<file path="src/rtl/caliptra_prim_diff_pkg.sv">
// Shared state and wire encodings for the differential pulse sender.
package caliptra_prim_diff_pkg;

    typedef enum logic [1:0] {
        DiffStIdle   = 2'b00,
        DiffStAssert = 2'b01,
        DiffStGap    = 2'b10,
        DiffStFrozen = 2'b11
    } diff_pulse_state_e;

    localparam logic DiffIdleP   = 1'b0;
    localparam logic DiffIdleN   = 1'b1;
    localparam logic DiffAssertP = 1'b1;
    localparam logic DiffAssertN = 1'b0;

    localparam int unsigned DiffTimerWidth = 4;

endpackage

</file>
<file path="src/rtl/caliptra_prim_sat_counter.sv">
// Saturating up/down event counter with a sticky overflow flag.
module caliptra_prim_sat_counter #(
    parameter int Width = 4
) (
    input  logic             clk_i,
    input  logic             rst_i,
    input  logic             inc_i,
    input  logic             dec_i,
    output logic [Width-1:0] cnt_o,
    output logic             overflow_o
);

    logic [Width-1:0] cnt_d, cnt_q;
    logic             overflow_d, overflow_q;

    always_comb begin
        cnt_d      = cnt_q;
        overflow_d = overflow_q;
        if (inc_i && !dec_i) begin
            if (&cnt_q) begin
                overflow_d = 1'b1;
            end else begin
                cnt_d = cnt_q + Width'(1);
            end
        end else if (dec_i && !inc_i && (cnt_q != '0)) begin
            cnt_d = cnt_q - Width'(1);
        end
    end

    always_ff @(posedge clk_i) begin
        if (rst_i) begin
            cnt_q      <= '0;
            overflow_q <= 1'b0;
        end else begin
            cnt_q      <= cnt_d;
            overflow_q <= overflow_d;
        end
    end

    assign cnt_o      = cnt_q;
    assign overflow_o = overflow_q;

endmodule

</file>
<file path="src/rtl/caliptra_prim_diff_pulse_sender.sv">
// Turns single-cycle event requests into registered differential pulses.
//   state  | meaning
//   Idle   | p=0 n=1, waiting for a queued or fresh event
//   Assert | p=1 n=0, held for HoldCycles
//   Gap    | p=0 n=1, held for GapCycles before the next launch
//   Frozen | p=n=0, sigint test hook active, state/timer parked in shadow
module caliptra_prim_diff_pulse_sender
    import caliptra_prim_diff_pkg::*;
#(
    parameter int HoldCycles = 2,
    parameter int GapCycles  = 1,
    parameter int CntWidth   = 4
) (
    input  logic                clk_i,
    input  logic                rst_i,
    input  logic                event_i,
    input  logic                force_sigint_i,
    output logic                diff_po,
    output logic                diff_no,
    output logic                busy_o,
    output logic [CntWidth-1:0] pending_o,
    output logic                overflow_o
);

    if (HoldCycles < 1 || HoldCycles > 15) begin : g_bad_hold
        $error("HoldCycles must be within 1..15");
    end
    if (GapCycles < 1 || GapCycles > 15) begin : g_bad_gap
        $error("GapCycles must be within 1..15");
    end
    if (CntWidth < 1) begin : g_bad_cnt
        $error("CntWidth must be at least 1");
    end

    localparam logic [DiffTimerWidth-1:0] HoldLoad = DiffTimerWidth'(HoldCycles - 1);
    localparam logic [DiffTimerWidth-1:0] GapLoad  = DiffTimerWidth'(GapCycles - 1);
    localparam logic [DiffTimerWidth-1:0] HoldCnt  = DiffTimerWidth'(HoldCycles);

    diff_pulse_state_e          state_d, state_q, adv_state;
    diff_pulse_state_e          shadow_state_d, shadow_state_q;
    logic [DiffTimerWidth-1:0]  timer_d, timer_q, adv_timer;
    logic [DiffTimerWidth-1:0]  shadow_timer_d, shadow_timer_q;
    logic [DiffTimerWidth-1:0]  hold_cnt_d, hold_cnt_q;
    logic                       diff_p_d, diff_p_q, diff_n_d, diff_n_q;
    logic [CntWidth-1:0]        pending;
    logic                       launch, queued_nz;

    assign queued_nz = (pending != '0);
    assign launch    = (state_q == DiffStIdle) && (queued_nz || event_i) && !force_sigint_i;

    // A fresh event launched with an empty queue is consumed on the spot.
    caliptra_prim_sat_counter #(
        .Width (CntWidth)
    ) u_pending (
        .clk_i      (clk_i),
        .rst_i      (rst_i),
        .inc_i      (event_i && !(launch && !queued_nz)),
        .dec_i      (launch && queued_nz),
        .cnt_o      (pending),
        .overflow_o (overflow_o)
    );

    always_comb begin
        adv_state = state_q;
        adv_timer = timer_q;
        unique case (state_q)
            DiffStIdle: begin
                if (launch) begin
                    adv_state = DiffStAssert;
                    adv_timer = HoldLoad;
                end
            end
            DiffStAssert: begin
                if (timer_q == '0) begin
                    adv_state = DiffStGap;
                    adv_timer = GapLoad;
                end else begin
                    adv_timer = timer_q - DiffTimerWidth'(1);
                end
            end
            DiffStGap: begin
                if (timer_q == '0) begin
                    adv_state = DiffStIdle;
                end else begin
                    adv_timer = timer_q - DiffTimerWidth'(1);
                end
            end
            default: ;
        endcase
    end

    // Entering Frozen parks the step the force cycle would have taken, so the
    // pulse still spends exactly HoldCycles in Assert once released.
    always_comb begin
        state_d        = adv_state;
        timer_d        = adv_timer;
        shadow_state_d = shadow_state_q;
        shadow_timer_d = shadow_timer_q;
        if (state_q == DiffStFrozen) begin
            state_d = force_sigint_i ? DiffStFrozen : shadow_state_q;
            timer_d = force_sigint_i ? timer_q : shadow_timer_q;
        end else if (force_sigint_i) begin
            state_d        = DiffStFrozen;
            timer_d        = timer_q;
            shadow_state_d = adv_state;
            shadow_timer_d = adv_timer;
        end
    end

    always_comb begin
        diff_p_d = DiffIdleP;
        diff_n_d = DiffIdleN;
        unique case (state_d)
            DiffStAssert: begin
                diff_p_d = DiffAssertP;
                diff_n_d = DiffAssertN;
            end
            DiffStFrozen: begin
                diff_p_d = 1'b0;
                diff_n_d = 1'b0;
            end
            default: ;
        endcase
    end

    always_comb begin
        hold_cnt_d = hold_cnt_q;
        if (state_q == DiffStIdle) begin
            hold_cnt_d = '0;
        end else if (state_q == DiffStAssert) begin
            hold_cnt_d = hold_cnt_q + DiffTimerWidth'(1);
        end
    end

    always_ff @(posedge clk_i) begin
        if (rst_i) begin
            state_q        <= DiffStIdle;
            timer_q        <= '0;
            shadow_state_q <= DiffStIdle;
            shadow_timer_q <= '0;
            hold_cnt_q     <= '0;
            diff_p_q       <= DiffIdleP;
            diff_n_q       <= DiffIdleN;
        end else begin
            state_q        <= state_d;
            timer_q        <= timer_d;
            shadow_state_q <= shadow_state_d;
            shadow_timer_q <= shadow_timer_d;
            hold_cnt_q     <= hold_cnt_d;
            diff_p_q       <= diff_p_d;
            diff_n_q       <= diff_n_d;
        end
    end

    assign diff_po   = diff_p_q;
    assign diff_no   = diff_n_q;
    assign pending_o = pending;
    assign busy_o    = (state_q != DiffStIdle) || queued_nz;

    a_pair_differential: assert property (@(posedge clk_i) disable iff (rst_i)
        (state_q != DiffStFrozen) |-> (diff_p_q != diff_n_q));

    a_pulse_width: assert property (@(posedge clk_i) disable iff (rst_i)
        (state_q == DiffStGap) |-> (hold_cnt_q == HoldCnt));

endmodule

</file>
<file path="config.mk">
export PLATFORM = sky130hd
export DESIGN_NAME = caliptra_prim_diff_pulse_sender
export DESIGN_NICKNAME = d
export VERILOG_FILES = /design/src/rtl/caliptra_prim_diff_pkg.sv /design/src/rtl/caliptra_prim_sat_counter.sv /design/src/rtl/caliptra_prim_diff_pulse_sender.sv
export SDC_FILE = /design/constraint.sdc
export NUM_CORES = 1
export LEC_CHECK = 0
export BUFFER_PORTS_ARGS = -buffer_cell sky130_fd_sc_hd__buf_2
export CELL_PAD_IN_SITES_DETAIL_PLACEMENT = 1
export CELL_PAD_IN_SITES_GLOBAL_PLACEMENT = 1
export CORE_ASPECT_RATIO = 0.6
export CORE_MARGIN = 4
export CORE_UTILIZATION = 25
export CTS_CLUSTER_DIAMETER = 30
export DETAILED_ROUTE_END_ITERATION = 8
export MAX_ROUTING_LAYER = met4
export PLACE_DENSITY = 0.54
export SYNTH_ARGS = -nofsm -noshare
export SYNTH_HDL_FRONTEND = slang
export SYNTH_SLANG_ARGS = --single-unit
</file>
<file path="constraint.sdc">
create_clock -name clk_i -period 6.4 [get_ports clk_i]
set_clock_uncertainty 0.1 [all_clocks]
set_input_delay 0 -clock clk_i [delete_from_list [all_inputs] [get_ports clk_i]]
set_output_delay 0 -clock clk_i [all_outputs]
set_load 0.02 [all_outputs]
</file>
### Word-level counts from Yosys, hierarchy flattened

Index checks and enable logic that the tools add are counted.

* bits in registers: 19
* bits in latches: 0
* memory bits (writable): 0
* ROM bits: 0
* bits of input ports: 4
* output and inout bits: 8
* logic and storage cells: 62
* memories kept: 0

* add/sub/neg operators: 3
* multiply operators: 0
* divide/modulo/power cells: 0
* magnitude comparators: 0
* equal/unequal tests: 6
* shift-type cells: 0
* mux-type cells: 19
* bitwise logic cells: 1
* reduce and logical (&&, ||, !) cells: 25

Operators with widths (count)
* $mux 4: 9
* $mux 2: 6
* $pmux 4 s3: 1
* $logic_and 1x1->1: 8
* $sub 4x1->4 const B: 2
* $eq 2x2->1 const B: 3
* $pmux 2 s3: 1
* $logic_not 1->1: 5
* $reduce_and 5->1: 1
* $add 4x1->4 const B: 1
* $eq 2x1->1 const B: 2
* $logic_not 4->1: 1
* $reduce_and 2->1: 2
* $reduce_and 4->1: 1
* $reduce_bool 2->1: 2
* $reduce_bool 4->1: 1
* $logic_not 2->1: 1
* $logic_or 1x1->1: 2
* $mux 1: 2
* $ne 2x2->1 const B: 1
* $reduce_or 2->1: 1
* $not 1->1: 1

### Depth between registers and ports, before layout

Gate-level depths: netlist of the first run.

* depth in word-level cells: 12
* depth in mapped cells: 9
* gate-level depth less buffers: 9

### By module

A second synthesis of the first run with hierarchy kept.

* cells, all modules: 129
* area, all modules: 1113.6 µm²

Modules (own cells, without submodules)
* caliptra_prim_diff_pulse_sender: instances 1, cells an instance 96, area each 802.0 µm², sequential area each 280.3 µm²
* caliptra_prim_sat_counter: instances 1, cells an instance 33, area each 311.5 µm², sequential area each 100.1 µm²

### Worst setup path after synthesis of the first run

OpenSTA, ideal clock, no wires.

* kind: reg-to-reg
* from: register state_q[0]
* to: register u_pending.cnt_q[3], in the netlist u_pending.cnt_o[3]
* setup time: 0.123 ns
* data arrival time: 2.007 ns
* data required time: 6.177 ns
* setup slack: 4.170 ns
* cell stages (with the launch flop): 8
* buffers on the path: 1
* clock period less this slack: 2.230 ns
* cells stage by stage: dfxtp_1 > buf_2 > o31ai_1 > ha_1 > o21ai_0 > nand2b_1 > a221oi_2 > mux2_1

* word-level cells in the longest chain between the ends: 11
* elaborated cells on any way between the ends: 16
* those cells by class: 1 x eq/ne; 1 x mux; 14 x reduce/logical

Ends and longest elaborated chain
* from (decl): line caliptra_prim_diff_pulse_sender.sv:39 `diff_pulse_state_e state_d, state_q, adv_state;`
* from (signal assigned): line caliptra_prim_diff_pulse_sender.sv:137 `state_q <= DiffStIdle;`
* from (signal assigned): line caliptra_prim_diff_pulse_sender.sv:145 `state_q <= state_d;`
* $logic_not 2->1 *: line caliptra_prim_diff_pulse_sender.sv:49 `assign launch = (state_q == DiffStIdle) && (queued_nz || event_i) && !force_sigint_i;`
* $logic_and 1x1->1 * (2 in a row): line caliptra_prim_diff_pulse_sender.sv:49
* $logic_and 1x1->1: line caliptra_prim_diff_pulse_sender.sv:57 `.inc_i (event_i && !(launch && !queued_nz)),`
* $logic_not 1->1: line caliptra_prim_diff_pulse_sender.sv:57
* $logic_and 1x1->1: line caliptra_prim_diff_pulse_sender.sv:57
* $logic_not 1->1: line caliptra_prim_sat_counter.sv:25 `end else if (dec_i && !inc_i && (cnt_q != '0)) begin`
* $logic_and 1x1->1 (2 in a row): line caliptra_prim_sat_counter.sv:25
* $reduce_bool 2->1 (no line)
* $reduce_and 2->1 (no line)
* to (signal assigned): line caliptra_prim_sat_counter.sv:35 `cnt_q <= cnt_d;`
* to (decl): line caliptra_prim_sat_counter.sv:13 `logic [Width-1:0] cnt_d, cnt_q;`

Mark *: on every way between the ends. The rest lies on a longest branch, timed or not.
A chain may end at the register's enable or synchronous reset.

### Final worst setup path of the first run

* from: register state_q[1]
* to: register u_pending.cnt_q[3], in the netlist u_pending.cnt_o[3]

The elaborated chain is that of the path after synthesis.

==> flow_summary_export.csv, run 1 <==
group,metric,value,unit
status,outcome,"complete, no violations",
global_routing,overflow,0,
global_routing,global_router_s_overall_resource_usage,0.1360,
finish,final.fill_count,548,
critical_path,worst-endpoint-arrival,2700,ps
die,die_area,5683,um^2
synthesis,yosysSeqAreaShare,0.3374,
clock_network,clockRootBuffer,"clkbuf_8",
critical_path,setup.worst_path.end_class,"flip-flop",
global_routing,maximum_number_of_pins_on_one_net_before_global_route_repair,24,
die,die_width,94.69,um
sta,timing.max_slew.rel_slack,0.4499,
sta,timing.setup.tns,0,ps
drt,post_drt_wl_per_cell,16.31,um
clock_network,cts.path.max_buffers,2,
sta,finalHoldViolCount,0,
critical_path,timing.critical_path.required,6450,ps
synthesis,async_reset_ff_frac,0,
drt,drt_first_iter_violations,79,
sta,finalWorstSetupSlack,3748,ps
drt,remaining_drc_errors,0,
finish,area_growth_syn_to_layout,11.76,%
clock_network,htree_levels,1,
sta,setup_repair_after_global_routing_missed_its_margin,"no",
synthesis,count_of_flip_flops_with_a_built_in_enable_after_synthesis,0,
sta,fin_crit_sh,0.4143,
sta,drv_slew,0,
place,numPortBuffers,11,
synthesis,syn_nets,146,
place,pre_cts_ws,3760,ps
clock_network,cts_post_setup_buffers_inserted,0,
sta,worst_pin_slew,818.2,ps
clock_network,worstSkewPairLatency,260,ps
synthesis,portion_of_synthesized_cell_area_occupied_by_the_leading_cell_type,0.3374,
pwr,pleak,0.4746,nW
global_routing,grt_antenna_before_repair,0,
drt,wirelength,3328,um
sta,hold-worst-slack,49.89,ps
synthesis,netlist_area,1127,um^2
pwr,max-vdd-ir-drop,0.00007746,V
drt,drt.antenna.violating_nets,0,
synthesis,ys_types,44,
clock_network,cts-resized-gates,0,
sta,setup_viol,0,
die,fp.dieH,60.02,um
finish,multi_input_area,676.9,um^2
critical_path,worst-setup-path-type,"flip-flop to flip-flop",
finish,layout.cells.most_common,"dfxtp_1",
clock_network,clock_pin_slew_worst_setup_and_hold_paths,80,ps
critical_path,worst_setup_path_start_kind,"flip-flop",
finish,layout.cell_area.non_filler,1260,um^2
sta,max_clk_rate,377.1,MHz
place,detailed_place_hpwl,2481,um
drt,firstDrtPassIters,4,
global_routing,first_global_vias,1114,
place,detailed_place.area,1214,um^2
synthesis,yosys_warnings,0,
synthesis,synthFlopType,"dfxtp_1",
finish,final_cell_mix,"dfxtp_1 (19), nor2_1 (15), o21ai_0 (12), buf_2 (11)",
global_routing,grt_first_pass_wirelength,5699,um
clock_network,numCtsBuffers,3,
die,core-area,4234,um^2
synthesis,yosysTopAreaCell,"dfxtp_1",
synthesis,post_synth_inst_count,138,
finish,sequential_cell_area,380.4,um^2
sta,period_needed,2652,ps
run,number_of_maximum_capacitance_constraint_violations,0,
synthesis,ffs_latches_synth,19,
finish,nets,153,
die,row_count,18,
pwr,power_density,285.2,nW/um^2
place,gp_congestion,0.7680,
clock_network,cts.hold.buffers_added,0,
die,count_of_boundary_i_o_pins,12,
die,starting_density_of_the_core,0.2663,
clock_network,cts_tree,"built",
synthesis,synth.area.top_cells,"dfxtp_1 (34%), o21ai_0 (5.3%), nor2_1 (5.0%)",
finish,diodes,0,
hold_path,class_of_the_most_critical_hold_timing_path,"input port to flip-flop",
drt,routed-via-count,1070,
critical_path,critical_path.max_fanout,19,
finish,fraction_of_layout_instances_using_a_drive_strength_above_1,0.1389,
drt,avg_vias_per_cell,5.245,
synthesis,post_synthesis_average_cell_area,8.169,um^2
clock_network,cts.sinks,19,
==> state kept, by name (all words and copies together), names as in the netlist <==
signal                flops
timer_q                   4
state_q                   2
shadow_timer_q            4
u_pending.overflow_o      1
diff_no                   1
u_pending.cnt_o           4
diff_po                   1
shadow_state_q            2
==> cell usage after synthesis (all sizes together) (2+ instances only) <==
| cell | instances |
|---|---|
| dfxtp | 19 |
| nor2 | 15 |
| o21ai | 12 |
| a21oi | 7 |
| inv | 7 |
| a211oi | 6 |
| clkbuf | 6 |
| nor3 | 5 |
| ha | 4 |
| nand2 | 4 |
| a31oi | 3 |
| buf | 3 |
| nand2b | 3 |
| nand3 | 3 |
| nor2b | 3 |
| nor4 | 3 |
| o31ai | 3 |
| a21o | 2 |
| a221oi | 2 |
| mux2 | 2 |
| mux2i | 2 |
| nor3b | 2 |
| o32ai | 2 |
| or3 | 2 |
| or4 | 2 |
==> critical path, stage by stage (launching register included) <==
cell      delay, ps
dfxtp_1         500
o31ai_1         780
ha_1            400
o21ai_0          90
nand2b_1         80
a221oi_2        240
mux2_1          340
==> logic make-up after synthesis <==
logic type      Yosys count  synth area share
compound gates           47            0.2819
simple gates             46            0.2209
flops                    19            0.3374
buf+inv                  16           0.06216
mux                       4           0.03774
fa+ha+maj                 4           0.04440
xor+xnor                  2           0.01554
==> layout make-up <==
type                       count  share of cell area
clock buffer                   3             0.03277
inverter                       7             0.02085
timing repair buffer          11             0.04369
clock inverter                 1            0.003972
sequential                    19              0.3019
multi-input combinational    103              0.5372
tap                           60             0.05958
==> power by group <==
group / switching (mW) / total, mW / internal [mW] / leakage, nW
logic: 0.0714 / 0.120 / 0.0482 / 0.292
clock network: 0.0426 / 0.0860 / 0.0433 / 0.0255
registers: 0.0217 / 0.154 / 0.132 / 0.157
total: 0.136 / 0.359 / 0.224 / 0.475
==> per-layer routing <==
layer  global-route usage  share of wire
met5                    -              0
met4              0.01848         0.0045
met3              0.03899          0.046
met2               0.1884           0.38
met1               0.1977           0.57
==> worst paths after layout <==
| kind | cells after the start | end | startpoint | slack, ps |
|---|---|---|---|---|
| setup / recovery | 6 | u_pending.cnt_o[3] | state_q[1] | 3750 |
| hold / removal | 2 | diff_po | force_sigint_i | 50 |
| setup reg to reg | 6 | u_pending.cnt_o[3] | state_q[1] | 3750 |
| hold reg to reg | 2 | u_pending.overflow_o | u_pending.overflow_o | 380 |
==> metrics by stage <==
step                utilization  power (mW)  cells
floorplan                     -      0.2418    138
global placement         0.2866      0.2710    200
detailed placement       0.2866      0.2743    200
CTS                      0.2976      0.3626    204
global route             0.2976      0.3867    204
finish                   0.2976      0.3593    204
No activity file was read; power rests on OpenSTA's default activity.
==> run 2: changes to the inputs <==
- PLACE_DENSITY: 0.54 -> 0.56
- clock period: 6.4 -> 2.4 ns (I/O delays scaled with it)
==> flow_summary_export.csv, run 2 (synthesis results as in run 1) <==
group,metric,value,unit
status,outcome,"complete, no violations",
drt,remaining_drc_errors,0,
die,row_count,18,
finish,diodes,0,
global_routing,global_router_s_overall_resource_usage,0.1384,
drt,post_drt_wl_per_cell,16.10,um
place,detailed_place_hpwl,2600,um
pwr,seq_power_share,0.408,
clock_network,cts.hold.buffers_added,0,
sta,setup_viol,0,
die,starting_density_of_the_core,0.2663,
clock_network,worstSkewPairLatency,260,ps
finish,final.fill_count,535,
pwr,combinationalPowerShare,0.355,
die,die_width,94.69,um
clock_network,clock_pin_slew_worst_setup_and_hold_paths,80,ps
clock_network,cts-resized-gates,0,
clock_network,cts_post_setup_buffers_inserted,0,
drt,avg_vias_per_cell,5.167,
die,core-area,4234,um^2
critical_path,timing.critical_path.required,2430,ps
clock_network,htree_levels,1,
die,die_area,5683,um^2
finish,nets,158,
pwr,max-vdd-ir-drop,0.0002523,V
critical_path,reg2reg_slack,300,ps
pwr,netSwitchingFraction,0.3750,
global_routing,overflow,0,
place,gp_congestion,0.8271,
finish,sequential_cell_area,380.4,um^2
clock_network,numCtsBuffers,3,
clock_network,cts_tree,"built",
place,numPortBuffers,11,
sta,setup_repair_after_global_routing_missed_its_margin,"no",
critical_path,worst-setup-path-type,"flip-flop to flip-flop",
pwr,internal_power,609.4,uW
finish,final_util,0.3064,
critical_path,setup.worst_path.end_class,"flip-flop",
pwr,pleak,0.4989,nW
critical_path,worst_setup_path_start_kind,"flip-flop",
finish,multi_input_area,676.9,um^2
clock_network,cts.sinks,19,
finish,final_cell_mix,"dfxtp_1 (19), nor2_1 (15), o21ai_0 (12), buf_2 (11)",
finish,area_growth_syn_to_layout,15.09,%
pwr,total_power,975.1,uW
sta,fin_crit_sh,0.8761,
sta,timing.setup.tns,0,ps
sta,finalHoldViolCount,0,
sta,timing.max_slew.rel_slack,0.6729,
finish,fraction_of_layout_instances_using_a_drive_strength_above_1,0.1678,
hold_path,worstHoldPathCells,2,
clock_network,clockRootBuffer,"clkbuf_8",
global_routing,grt_first_pass_wirelength,5733,um
die,count_of_boundary_i_o_pins,12,
hold_path,class_of_the_most_critical_hold_timing_path,"input port to flip-flop",
global_routing,grt_antenna_before_repair,0,
global_routing,first_global_vias,1106,
sta,drv_slew,0,
critical_path,worst-endpoint-arrival,2140,ps
sta,max_clk_rate,475.6,MHz
die,fp.dieH,60.02,um
run,number_of_maximum_capacitance_constraint_violations,0,
critical_path,critical_path.max_fanout,8,
pwr,power_density,751.5,nW/um^2
finish,layout.cells.most_common,"dfxtp_1",
pwr,clock_power_share,0.237,
critical_path,worst_reg2reg_startpoint,"state_q[0]",
hold_path,holdCritStartpoint,"force_sigint_i",
drt,drt_first_iter_violations,48,
place,pre_cts_ws,319.6,ps
critical_path,worstReg2RegEnd,"u_pending.cnt_o[2]",
drt,wirelength,3365,um
critical_path,rr_worst_depth,7,
pwr,p_sw,365.7,uW
drt,firstDrtPassIters,4,
sta,finalWorstSetupSlack,297.3,ps
sta,period_needed,2103,ps
hold_path,min_delay_worst_endpoint,"diff_po",
clock_network,cts.path.max_buffers,2,
drt,routed-via-count,1080,
sta,worst_pin_slew,485.4,ps
global_routing,maximum_number_of_pins_on_one_net_before_global_route_repair,24,
drt,drt.antenna.violating_nets,0,
## run 2: cell types whose count changed in the layout (fill, tap and decap cells not counted)
| cell | previous run | this run |
|---|---|---|
| buf_4 | 0 | 5 |
## run 2: final cells by class
| type | instances | share of cell area |
|---|---|---|
| multi-input combinational | 103 | 0.5217 |
| sequential | 19 | 0.2932 |
| timing repair buffer | 16 | 0.07136 |
| clock buffer | 3 | 0.03182 |
| clock inverter | 1 | 0.003857 |
| tap | 60 | 0.05786 |
| inverter | 7 | 0.02025 |
## run 2: how the worst max path moves through the flow
stage,slack (ps),endpoint,startpoint
after floorplan,170,u_pending.cnt_o[3],state_q[0]
after global placement,380,u_pending.cnt_o[2],state_q[0]
after detailed placement,320,shadow_timer_q[0],timer_q[0]
after CTS,300,shadow_timer_q[0],timer_q[0]
after global routing,20,shadow_timer_q[0],timer_q[0]
final,300,u_pending.cnt_o[2],state_q[0]
## run 2: power by group through the flow
stage	combinational, mW	sequential [mW]	clock [mW]
4_1_cts	0.347	0.397	0.243
5_1_grt	0.389	0.405	0.259
6_report	0.346	0.398	0.231
2_1_floorplan	0.244	0.400	0
3_3_place_gp	0.337	0.399	0
3_5_place_dp	0.345	0.404	0
## run 2: through the flow
stage	instances	hold WS [ps]	cell area, um^2
after floorplan	138	94.73	1127
after CTS	209	34.84	1297
after detailed placement	205	310.4	1251
final	209	38.09	1297
after global placement	205	308.5	1251
after global routing	209	55.89	1297
## run 2: critical path, stage by stage, from the launching register on
cell,delay (ps)
dfxtp_1,500
o31ai_1,100
buf_4,170
xor2_1,140
ha_1,210
or4_1,520
o211ai_1,140
a21oi_1,90
## run 2: routing by layer
layer  track usage  wire, um  vias up
li1              -         -      532
met1        0.2045      1895      533
met2        0.1914      1351       13
met3       0.03899       105        2
met4       0.01232        12        0
met5             -         0        -
